**config.mk**
```make
export PLATFORM = sky130hd
export DESIGN_NAME = apple2_paddle_timers
export DESIGN_NICKNAME = d
export VERILOG_FILES = /design/src/rtl/apple2_paddle_timers.sv
export SDC_FILE = /design/constraint.sdc
export NUM_CORES = 1
export LEC_CHECK = 0
export CAP_MARGIN = 20
export CORE_MARGIN = 2
export CORE_UTILIZATION = 63
export CTS_BUF_LIST = sky130_fd_sc_hd__clkbuf_8
export DETAILED_ROUTE_END_ITERATION = 12
export PLACE_DENSITY = 0.85
export SYNTH_ARGS = -nofsm -noshare
export SYNTH_HDL_FRONTEND = slang
export SYNTH_SLANG_ARGS = --single-unit
```
**constraint.sdc**
```tcl
create_clock -name CLK_14M -period 7.05 [get_ports CLK_14M]
set_input_delay 1.0575 -clock CLK_14M [delete_from_list [all_inputs] [get_ports CLK_14M]]
set_output_delay 1.0575 -clock CLK_14M [all_outputs]
set_load 0.02 [all_outputs]
```
**src/rtl/apple2_paddle_timers.sv**
```systemverilog
`default_nettype none
// ============================================================================
//  Module   : apple2_paddle_timers
//  Purpose  : Multi-channel game-port paddle timer (558 quad-timer
//             replacement). Each channel turns a signed 8-bit joystick value
//             into a one-shot pulse measured in CPU-rate ticks, triggered by
//             the paddle strobe. Supports per-channel enable ("unplugged"),
//             a digital deadband mode and a strobe held until the next tick.
//  Revision : 1.0 - initial release
// ============================================================================
module apple2_paddle_timers #(
  parameter int CHANNELS   = 4,
  parameter int CNT_W      = 13,
  parameter int CENTER     = 2800,
  parameter int SCALE      = 22,
  parameter int SAT_THRESH = 5590,
  parameter int MAX_COUNT  = 5650,
  parameter int DEADBAND   = 32
) (
  input  logic                    CLK_14M,
  input  logic                    RESET_N,
  input  logic                    CLK_2M,
  input  logic                    PDL_STROBE,
  input  logic [8*CHANNELS-1:0]   JOY_AN,
  input  logic [CHANNELS-1:0]     CHAN_EN,
  input  logic                    DIGITAL,
  output logic [CHANNELS-1:0]     PDL,
  output logic                    BUSY
);

  localparam logic [CNT_W-1:0] c_max_count = CNT_W'(MAX_COUNT);
  localparam logic [CNT_W-1:0] c_center    = CNT_W'(CENTER);
  localparam logic [CNT_W-1:0] c_one       = CNT_W'(1);

  // Load value for one channel. Analog mode scales around CENTER and clamps
  // to [0, MAX_COUNT]; digital mode snaps to one of three positions; an
  // unplugged channel always reads full scale.
  function automatic logic [CNT_W-1:0] f_load(
    input logic [7:0] a,
    input logic       en,
    input logic       dig
  );
    logic signed [31:0] a_ext;
    logic signed [31:0] v;
    logic [CNT_W-1:0]   r;
    a_ext = {{24{a[7]}}, a};
    v     = CENTER + SCALE * a_ext;
    if (!en) begin
      r = c_max_count;
    end else if (dig) begin
      if (a_ext <= -DEADBAND) begin
        r = '0;
      end else if (a_ext >= DEADBAND) begin
        r = c_max_count;
      end else begin
        r = c_center;
      end
    end else if (v < 0) begin
      r = '0;
    end else if (v >= SAT_THRESH) begin
      r = c_max_count;
    end else begin
      r = v[CNT_W-1:0];
    end
    return r;
  endfunction

  logic clk2m_cur_q;
  logic clk2m_cur_d;
  logic clk2m_prev_q;
  logic clk2m_prev_d;
  logic pend_q;
  logic pend_d;
  logic w_tick;
  logic w_load_due;

  // Tick detection and strobe latch: a strobe seen on any cycle is held
  // until the next tick, which consumes it (including a strobe on that tick).
  always_comb begin
    clk2m_cur_d  = CLK_2M;
    clk2m_prev_d = clk2m_cur_q;
    w_tick       = clk2m_cur_q & ~clk2m_prev_q;
    w_load_due   = w_tick & (pend_q | PDL_STROBE);
    pend_d       = w_tick ? 1'b0 : (pend_q | PDL_STROBE);
  end

  // Shared state: CLK_2M sample history and pending-strobe flag.
  always_ff @(posedge CLK_14M or negedge RESET_N) begin
    if (!RESET_N) begin
      clk2m_cur_q  <= 1'b0;
      clk2m_prev_q <= 1'b0;
      pend_q       <= 1'b0;
    end else begin
      clk2m_cur_q  <= clk2m_cur_d;
      clk2m_prev_q <= clk2m_prev_d;
      pend_q       <= pend_d;
    end
  end

  logic [CHANNELS-1:0] w_cnt_nz;

  for (genvar gi = 0; gi < CHANNELS; gi++) begin : g_chan
    logic [CNT_W-1:0] cnt_q;
    logic [CNT_W-1:0] cnt_d;
    logic [CNT_W-1:0] w_load;
    logic             pdl_q;
    logic             pdl_d;

    // Per-tick update: output reflects the pre-tick count, then the counter
    // either reloads (retrigger wins) or decrements toward zero.
    always_comb begin
      w_load = f_load(JOY_AN[8*gi +: 8], CHAN_EN[gi], DIGITAL);
      cnt_d  = cnt_q;
      pdl_d  = pdl_q;
      if (w_tick) begin
        pdl_d = |cnt_q;
        if (w_load_due) begin
          cnt_d = w_load;
        end else if (|cnt_q) begin
          cnt_d = cnt_q - c_one;
        end
      end
    end

    // Channel counter and registered paddle output.
    always_ff @(posedge CLK_14M or negedge RESET_N) begin
      if (!RESET_N) begin
        cnt_q <= '0;
        pdl_q <= 1'b0;
      end else begin
        cnt_q <= cnt_d;
        pdl_q <= pdl_d;
      end
    end

    assign w_cnt_nz[gi] = |cnt_q;
    assign PDL[gi]      = pdl_q;
  end

  assign BUSY = |w_cnt_nz;

endmodule
`default_nettype wire

```
==> impl_metrics.py, run 1 <==
metrics = {
    "placed_design": {
        "dp.cells": 1398,
        "gp_congestion": 0.952,
        "dpl.hpwl_microns": 17700,
        "io_buffers": 45,
    },
    "clock_network": {
        "hold_buffers": 0,
        "cts_buffer_depth": 2,
        "cts_root_buf": "clkbuf_8",
        "cts_tree": "yes",
        "cts_setup_buffers": 0,
        "clock-sinks": 59,
        "htree_num_levels": 3,
        "cts_buffers": 9,
        "clk_latency_ns": 0.35,
        "clkSlewWorstSetupHoldPaths_ns": 0.07,
        "cts_resized": 0,
    },
    "drt": {
        "firstDrtPassIters": 6,
        "postRouteAntennaNets": 0,
        "vias": 9050,
        "drc_errors": 0,
        "drtIter0Drc": 755,
        "drt-total-wl_microns": 22700,
        "via_per_inst": 6.40,
        "avgRoutedWirePerCell_microns": 16.1,
    },
    "yosys": {
        "yosysSeqAreaShare_pct": 16.2,
        "synthCells": 1197,
        "syn_area_per_cell_sq_um": 7.62,
        "ys_ff_latch": 59,
        "synth_ff_type": "dfrtp_1",
        "syn_nets": 1364,
        "async_flop_share_pct": 100,
        "yosysUniqueCellTypes": 89,
        "synth_edf_count": 0,
        "ys.warnings.count": 0,
        "netlist_area_sq_um": 9120,
    },
    "layout": {
        "nets": 1397,
        "drive_above_1_share_pct": 4.78,
        "final_common_cell": "nor2_1",
        "antenna_cells": 0,
        "synthToLayoutAreaGrowth_pct": 8.38,
        "stdcell_count": 1414,
        "mostFrequentLayoutCells": "nor2_1, inv_1, ha_1",
    },
    "pwr": {
        "p_per_area_nw_per_um2": 239,
        "peakVddDrop_mv": 0.112,
        "finalPower_mw": 2.37,
        "p_leak_nw": 4.31,
    },
    "job": {
        "maxCapViolations": 0,
    },
    "hold_path": {
        "whs_path_depth": 0,
        "hp-class": "flop to flop",
    },
    "grt": {
        "grt_pass1_wl_microns": 38500,
        "antenna_found_initial": 0,
        "grtUsageTotal_pct": 29.0,
        "grt_max_degree": 60,
        "grt_pass1_vias": 8183,
        "grt_overflow": 0,
    },
    "timing": {
        "max_freq_mhz": 189,
        "period_needed_ns": 5.28,
        "hold_viol_final": 0,
        "setup_tns_ns": 0,
        "finalCritPeriodShare_pct": 74.9,
        "slew_headroom_pct": 39.4,
        "tightest_slew_ns": 0.906,
        "drv_slew": 0,
        "rsz0062_at_grt": "no",
        "setup_viol": 0,
        "fin_skew_ns": 0.0161,
    },
    "floorplan": {
        "start_util_pct": 65.2,
        "rows": 43,
        "design.die.area_sq_um": 15500,
        "core_area_sq_um": 14000,
        "fp.dieW_microns": 124,
        "num_io_pins": 46,
        "die_h_microns": 124,
    },
    "outcome": {
        "status": "completed",
    },
    "worst_setup_path": {
        "path_class": "input pin to flop",
        "critPathCaptureType": "flop",
        "critPathArrivalTime_ns": 5.56,
        "critPathLaunchType": "input pin",
        "critPathRequiredTime_ns": 7.34,
        "r2r_cells": 10,
        "path_max_fanout": 6,
    },
}
-- routing by layer --
layer	global-route usage (%)	vias up	wire length [microns]
li1	-	4465	-
met5	0	-	0
met2	46.8	312	10400
met1	41.8	4249	10600
met3	3.69	24	1390
met4	5.95	0	250
-- worst max-delay path, cell delays in order --
cell             delay, ns
clkdlybuf4s50_1       0.65
ha_1                  0.20
inv_1                 0.05
fa_1                  0.48
inv_1                 0.05
ha_1                  0.36
nor2b_4               0.16
o31a_4                0.31
or4b_4                0.51
and3_1                0.26
a311o_1               0.31
nand3_1               0.09
o211ai_2              0.15
or2_4                 0.30
a2111oi_4             0.42
a221o_1               0.21
-- per-stage QoR --
stage	hold WS (ns)	worst slack [ns]	instance area (sq um)	util, %
floorplan	0.368	2.26	9120	-
global placement	0.373	1.48	9710	69.4
detailed placement	0.389	1.43	9710	69.4
CTS	0.406	1.80	9880	70.6
global route	0.423	1.38	9890	70.7
finish	0.400	1.77	9890	70.7
-- cells in the mapped netlist, types with 6 or more instances --
library cell  instances  area [sq um]
o211ai_1              8          60.1
fa_1                 20           400
or2_2                12          75.1
a311o_1               6          60.1
nor4_1               15          93.8
o21ai_0              73           365
nor2_1              117           439
o21a_1               15           113
or4_1                 8          60.1
o22ai_1              17           106
nor3b_1               7          52.6
a21o_1               19           143
nand2_1             100           375
nand2b_1             18           113
xor2_1               16           140
nand4_1               6          37.5
a31oi_1              22           138
clkbuf_1             25          93.8
a22oi_1               7          52.6
a311oi_1              8          70.1
a221oi_1              6          52.6
a21oi_1              71           355
a211oi_1             13          97.6
inv_1               115           432
and3_1               12          75.1
and2_1                7          43.8
nor2b_1               7          43.8
or3_1                18           113
nor3_1               33           165
nand3_1              33           165
dfrtp_1              59          1480
mux2i_1               8          80.1
xnor2_1              53           464
o31ai_1              20           150
ha_1                106          1330
-- final timing paths --
kind / startpoint / endpoint / slack (ns)
max: JOY_AN[24] / g_chan[3].cnt_q[8] / 1.77
min: clk2m_cur_q / clk2m_prev_q / 0.40
max reg2reg: g_chan[3].cnt_q[0] / g_chan[3].cnt_q[2] / 3.87
min reg2reg: clk2m_cur_q / clk2m_prev_q / 0.40
max in group asynchronous: RESET_N / g_chan[3].pdl_q / 5.65
min in group asynchronous: RESET_N / g_chan[2].cnt_q[7] / 0.86
-- cell families (layout without fill, tap and decap cells) --
logic type                 after synthesis  count (layout)  synth area share [%]
and+or+nand+nor                        415             415                  22.6
buffers and inverters                  147             184                  6.24
AOI/OAI and AO/OA                      371             371                  28.3
xor gates and xnor gates                69              69                  6.63
muxes                                   10              10                  1.12
adders and majority gates              126             126                  18.9
DFF                                     59              59                  16.2
-- registers in the layout (all words and copies together) (netlist names) --
name          flops
clk2m_prev_q      1
clk2m_cur_q       1
pend_q            1
g_chan.pdl_q      4
g_chan.cnt_q     52
-- area by class of cell --
type	count	area [sq um]
clock buffer	10	138
sequential	59	1480
fill	1180	4100
tap	180	225
timing repair buffer	53	503
clock inverter	5	30.0
inverter	116	435
multi-input combinational	991	7080
-- power by group --
group / internal, mW / switching (mW) / total (mW)
registers: 0.398 / 0.0730 / 0.471
clock network: 0.133 / 0.143 / 0.276
logic: 0.651 / 0.967 / 1.62
No activity file was read; power rests on OpenSTA's default activity.
==> run 2: changes to the inputs <==
Settings changed: CORE_UTILIZATION 63 to 58, PLACE_DENSITY 0.85 to 0.82.
Clock period 7.05 ns to 4.54 ns, I/O delays scaled along.
==> run 2 against run 1 <==
Net effect: the run now ends with setup timing left; total power up 110%; sequential power up 57%; critical path depth up 2; worst hold slack worse by 0.13 ns; clock skew down 0.0017 ns; worst setup slack lost 1.9 ns; sequential share of layout area shrank 2.8 points; final cell count increased by 19%; clock-buffer cell count shrank 1; clock power grew 57%; die area is 8.3% higher; critical path type unchanged; critical endpoint is now g_chan[0].cnt_q[10]; largest cell class unchanged; largest power group unchanged.
==> impl_metrics.py, run 2 (synthesized netlist as in run 1, its figures left out) <==
metrics = {
    "pwr": {
        "finalPower_mw": 4.97,
        "peakVddDrop_mv": 0.268,
        "p_per_area_nw_per_um2": 410,
        "p_leak_nw": 5.58,
    },
    "layout": {
        "final_util_pct": 79.5,
        "regArea_sq_um": 1480,
        "nets": 1628,
        "multi_input_area_sq_um": 7510,
        "synthToLayoutAreaGrowth_pct": 32.9,
        "largest_reg_flops": 52,
        "finish.instance_area_sq_um": 12100,
        "mostFrequentLayoutCells": "buf_4, inv_1, nor2_1",
        "drive_above_1_share_pct": 23.9,
        "final_common_cell": "buf_4",
        "stdcell_count": 1678,
        "largest_registers": "g_chan.cnt_q x52, g_chan.pdl_q x4",
        "largest_register": "g_chan.cnt_q",
        "fill_cells": 985,
    },
    "worst_setup_path": {
        "timing.rr.start": "g_chan[3].cnt_q[0]",
        "crit_chain": "clkdlybuf4s50_1 > ha_1 > inv_1 > fa_1 > inv_1 > ha_1 > buf_4 > nand2b_4 > a21oi_2 > or4_1 > o221ai_1 > xor2_1 > buf_4 > o21ai_0 > nor3_1 > o311ai_0 > o211ai_1 > nand2_1",
        "path_max_fanout": 4,
        "path_class": "input pin to flop",
        "critPathCaptureType": "flop",
        "critPathArrivalTime_ns": 4.95,
        "critPathLaunchType": "input pin",
        "crit_path_top_delay_cell": "o311ai_0",
        "slowest_delay_ns": 0.59,
        "critPathRequiredTime_ns": 4.84,
        "startpoint": "JOY_AN[0]",
    },
    "timing": {
        "layout_setup_ws_ns": -0.110,
        "hold_viol_final": 0,
        "period_needed_ns": 4.65,
        "finalCritPeriodShare_pct": 102,
        "holdWs_ns": 0.270,
        "slew_headroom_pct": 49.6,
        "max_freq_mhz": 215,
        "fin_skew_ns": 0.0145,
        "drv_slew": 0,
        "tightest_slew_ns": 0.749,
        "setup_viol": 9,
    },
    "clock_network": {
        "cts_tree": "yes",
        "htree_num_levels": 3,
        "hold_buffers": 0,
        "cts_root_buf": "clkbuf_8",
        "clkSlewWorstSetupHoldPaths_ns": 0.08,
        "cts_buffer_depth": 2,
        "clk_latency_ns": 0.37,
        "cts_buffers": 9,
        "clock-sinks": 59,
    },
    "drt": {
        "drt-total-wl_microns": 29300,
        "drc_errors": 0,
        "avgRoutedWirePerCell_microns": 17.5,
        "firstDrtPassIters": 7,
        "postRouteAntennaNets": 0,
        "drtIter0Drc": 1335,
        "via_per_inst": 6.32,
        "vias": 10600,
    },
    "placed_design": {
        "placed_area_sq_um": 11400,
        "io_buffers": 45,
        "dpl.hpwl_microns": 20500,
        "gp_congestion": 0.971,
        "dp.cells": 1650,
    },
    "floorplan": {
        "rows": 45,
        "die_h_microns": 129,
        "fp.dieW_microns": 129,
        "start_util_pct": 59.8,
        "design.die.area_sq_um": 16700,
        "core_area_sq_um": 15300,
        "num_io_pins": 46,
    },
    "grt": {
        "grtUsageTotal_pct": 31.3,
        "grt_util_met2_pct": 53.9,
        "grt_use_met1_pct": 41.2,
        "grt_pass1_vias": 9815,
        "use_met3_pct": 3.84,
        "grt_pass1_wl_microns": 43700,
        "antenna_found_initial": 1,
        "grt_max_degree": 43,
        "grt_busiest_layer": "met2",
        "grt_overflow": 0,
    },
    "job": {
        "maxCapViolations": 0,
    },
    "outcome": {
        "status": "complete, but fails checks",
        "violations": "setup timing",
    },
    "hold_path": {
        "hp-class": "input pin to async pin",
    },
}
## run 2: changes by cell type in the layout (fill, tap and decap cells not counted), moves of 7 or more
cell	delta
ha_4	+7
o21ai_1	+8
ha_1	-8
buf_4	+232
nor3_1	-8
a21oi_1	-8
a21oi_2	+7
dlymetal6s2s_1	+10
o21ai_0	-10
nor3_2	+8
clkdlybuf4s50_1	-10
## run 2: repair_timing
item,CTS,global route
pin swaps,1,29
setup buffers,0,11
endpoints found under the setup margin,7,47
gates cloned,0,0
gates resized for setup,4,91
## run 2: metrics by stage
stage | setup slack (ns) | TNS [ns]
6_report | -0.110 | -0.373
5_1_grt | -0.259 | -2.57
4_1_cts | 0.0000107 | 0
3_5_place_dp | -0.418 | -12.81
3_3_place_gp | -0.307 | -7.52
2_1_floorplan | 0.130 | 0
## run 2: routing by layer
metal  up-vias  routed length [microns]
li1       4922                        -
met1      4971                    12000
met2       590                    14100
met3       126                     2210
met4         0                      992
met5         -                        0
## run 2: where the power goes
group / internal, mW / switching, mW
Clock: 0.195 / 0.239
Sequential: 0.618 / 0.120
Combinational: 1.85 / 1.95
## run 2: cell type report
cell class                      count  share of cell area (%)
Clock buffer                        9                    1.02
Sequential cell                    59                    12.2
Multi-Input combinational cell    991                    62.0
Timing Repair Buffer              284                    18.7
Tap cell                          211                    2.18
Clock inverter                      7                   0.372
Inverter                          116                    3.59
Antenna cell                        1                  0.0206
## run 2: path summary, 6_finish.rpt
kind	endpoint	slack (ns)	depth (start not counted)
setup / recovery	g_chan[0].cnt_q[10]	-0.11	18
hold / removal	g_chan[0].cnt_q[6]	0.27	1
setup reg to reg	g_chan[3].cnt_q[2]	1.32	10
hold reg to reg	clk2m_prev_q	0.39	0
max in group asynchronous	g_chan[0].cnt_q[2]	3.37	2
min in group CLK_14M	clk2m_prev_q	0.39	0
## run 2: critical path, delay by kind of cell
kind | cells | cell delay [ns]
XOR/XNOR | 1 | 0.21
AND/OR/NAND/NOR | 4 | 0.77
adder cells (fa/ha/maj) | 3 | 1.04
AO/OA/AOI/OAI | 5 | 1.25
buffers and inverters | 5 | 0.98
==> run 3: changes to the inputs <==
Settings changed: PLACE_DENSITY 0.82 to 0.86.
==> run 3 against run 2 <==
Net effect: first-iteration DRC count up 8.1%; largest power group unchanged; the run ends with DRC, setup timing left; maximum frequency up 2.0%; worst hold slack better by 0.14 ns; global-route usage up 1.1 points; core utilization up 1.5 points; flip-flop and latch count unchanged.
==> impl_metrics.py, run 3 (synthesized netlist as in run 1, its figures left out) <==
metrics = {
    "outcome": {
        "violations": "DRC, setup timing",
        "status": "complete, but fails checks",
    },
    "pwr": {
        "peakVddDrop_mv": 0.259,
        "p_per_area_nw_per_um2": 430,
        "p_leak_nw": 5.71,
        "finalPower_mw": 5.31,
    },
    "timing": {
        "holdWs_ns": 0.414,
        "max_freq_mhz": 219,
        "period_needed_ns": 4.56,
        "finalCritPeriodShare_pct": 100,
        "tightest_slew_ns": 0.805,
        "slew_headroom_pct": 46.3,
        "drv_slew": 0,
        "layout_setup_ws_ns": -0.0178,
        "hold_viol_final": 0,
        "fin_skew_ns": 0.0111,
        "setup_viol": 2,
    },
    "worst_setup_path": {
        "critPathRequiredTime_ns": 4.79,
        "crit_chain": "clkdlybuf4s50_1 > inv_1 > fa_1 > inv_1 > ha_1 > and3_1 > a221oi_2 > xor2_1 > buf_4 > a31o_2 > and3_1 > o22ai_2 > a311oi_2 > buf_4 > nor3_4 > a21oi_1 > nor2_1",
        "path_class": "input pin to flop",
        "critPathArrivalTime_ns": 4.80,
        "critPathCaptureType": "flop",
        "critPathLaunchType": "input pin",
        "crit_path_top_delay_cell": "fa_1",
        "path_max_fanout": 4,
        "slowest_delay_ns": 0.53,
    },
    "layout": {
        "drive_above_1_share_pct": 25.6,
        "mostFrequentLayoutCells": "buf_4, nor2_1, inv_1",
        "synthToLayoutAreaGrowth_pct": 35.4,
        "nets": 1633,
        "largest_registers": "g_chan.cnt_q x52, g_chan.pdl_q x4",
        "fill_cells": 881,
        "largest_reg_flops": 52,
        "final_common_cell": "buf_4",
        "finish.instance_area_sq_um": 12400,
        "multi_input_area_sq_um": 7660,
        "regArea_sq_um": 1480,
        "antenna_cells": 0,
        "largest_register": "g_chan.cnt_q",
    },
    "hold_path": {
        "hp-class": "flop to flop",
    },
    "placed_design": {
        "dpl.hpwl_microns": 21600,
        "io_buffers": 45,
        "placed_area_sq_um": 11400,
        "gp_congestion": 0.953,
    },
    "drt": {
        "vias": 11100,
        "via_per_inst": 6.59,
        "firstDrtPassIters": 11,
        "drt-total-wl_microns": 32300,
        "postRouteAntennaNets": 0,
        "avgRoutedWirePerCell_microns": 19.2,
        "drc_errors": 1,
        "drtIter0Drc": 1443,
    },
    "clock_network": {
        "cts_buffer_depth": 2,
        "cts_root_buf": "clkbuf_8",
        "clkSlewWorstSetupHoldPaths_ns": 0.07,
        "cts_tree": "yes",
        "clk_latency_ns": 0.36,
        "hold_buffers": 0,
        "cts_buffers": 9,
        "clock-sinks": 59,
        "htree_num_levels": 3,
    },
    "grt": {
        "grt_overflow": 0,
        "grtUsageTotal_pct": 32.4,
        "grt_pass1_wl_microns": 45000,
        "antenna_found_initial": 0,
        "grt_max_degree": 60,
        "grt_pass1_vias": 10100,
    },
    "floorplan": {
        "core_area_sq_um": 15300,
        "rows": 45,
        "fp.dieW_microns": 129,
        "die_h_microns": 129,
        "num_io_pins": 46,
        "start_util_pct": 59.8,
        "design.die.area_sq_um": 16700,
    },
    "job": {
        "maxCapViolations": 0,
    },
}
[run 3: cell types whose count changed in the layout (fill, tap and decap cells not counted), sizes merged]
| cell | before | now |
|---|---|---|
| clkdlybuf4s50 | 34 | 30 |
| clkinv | 3 | 5 |
| buf | 240 | 245 |
| dlymetal6s2s | 10 | 14 |
| inv | 117 | 115 |
| clkinvlp | 3 | 2 |
| bufinv | 0 | 1 |
| diode | 1 | 0 |
[run 3: worst paths after layout]
path                               startpoint                 end  slack [ns]  cells past startpoint
hold / removal                    clk2m_cur_q        clk2m_prev_q        0.41                      0
max in group asynchronous             RESET_N  g_chan[0].cnt_q[7]        3.51                      2
setup reg to reg           g_chan[3].cnt_q[0]  g_chan[3].cnt_q[2]        1.38                     10
min in group asynchronous             RESET_N  g_chan[1].cnt_q[4]        0.50                      2
hold reg to reg                   clk2m_cur_q        clk2m_prev_q        0.41                      0
setup / recovery                   JOY_AN[22]  g_chan[2].cnt_q[8]       -0.02                     17
[run 3: per-layer routing]
layer | up-vias | GRT usage [%] | wire [microns]
met2 | 740 | 55.4 | 15200
met4 | 0 | 12.1 | 1930
li1 | 4936 | - | -
met1 | 5158 | 41.7 | 12500
met3 | 256 | 4.67 | 2740
met5 | - | 0 | 0
[run 3: timing repair]
| action | CTS | global route |
|---|---|---|
| endpoints found under the setup margin | 17 | 46 |
| pin swaps | 3 | 33 |
| gates resized for setup | 10 | 123 |
| setup buffers | 1 | 23 |
| endpoints found under the hold margin | 0 | 0 |
[run 3: final cells by class]
| cell class | count | area share (%) |
|---|---|---|
| Tap cell | 211 | 2.14 |
| Inverter | 116 | 3.53 |
| Timing Repair Buffer | 289 | 18.8 |
| Clock buffer | 9 | 1.00 |
| Clock inverter | 7 | 0.557 |
| Sequential cell | 59 | 12.0 |
| Multi-Input combinational cell | 991 | 62.0 |
[run 3: stage by stage]
| stage | util [%] | cells | worst slack, ns | setup TNS (ns) |
|---|---|---|---|---|
| after floorplan | - | 1197 | 0.130 | 0 |
| after global placement | 74.5 | 1642 | -0.287 | -6.77 |
| after detailed placement | 74.5 | 1642 | -0.610 | -15.36 |
| after CTS | 76.1 | 1659 | 0.00154 | 0 |
| after global routing | 80.9 | 1682 | -0.198 | -1.74 |
| final | 80.9 | 1682 | -0.0178 | -0.0284 |
[run 3: power by group]
| part | total, mW | internal [mW] | switching [mW] |
|---|---|---|---|
| Combinational | 4.07 | 1.93 | 2.14 |
| Clock | 0.492 | 0.251 | 0.241 |
| Sequential | 0.746 | 0.618 | 0.128 |
[run 3: worst max-delay path: cells and delay by family]
| family | cells | cell delay [ns] |
|---|---|---|
| xor+xnor | 1 | 0.44 |
| compound gates | 5 | 1.18 |
| simple gates | 4 | 0.58 |
| buf+inv | 5 | 1.07 |
| fa+ha+maj | 2 | 0.85 |
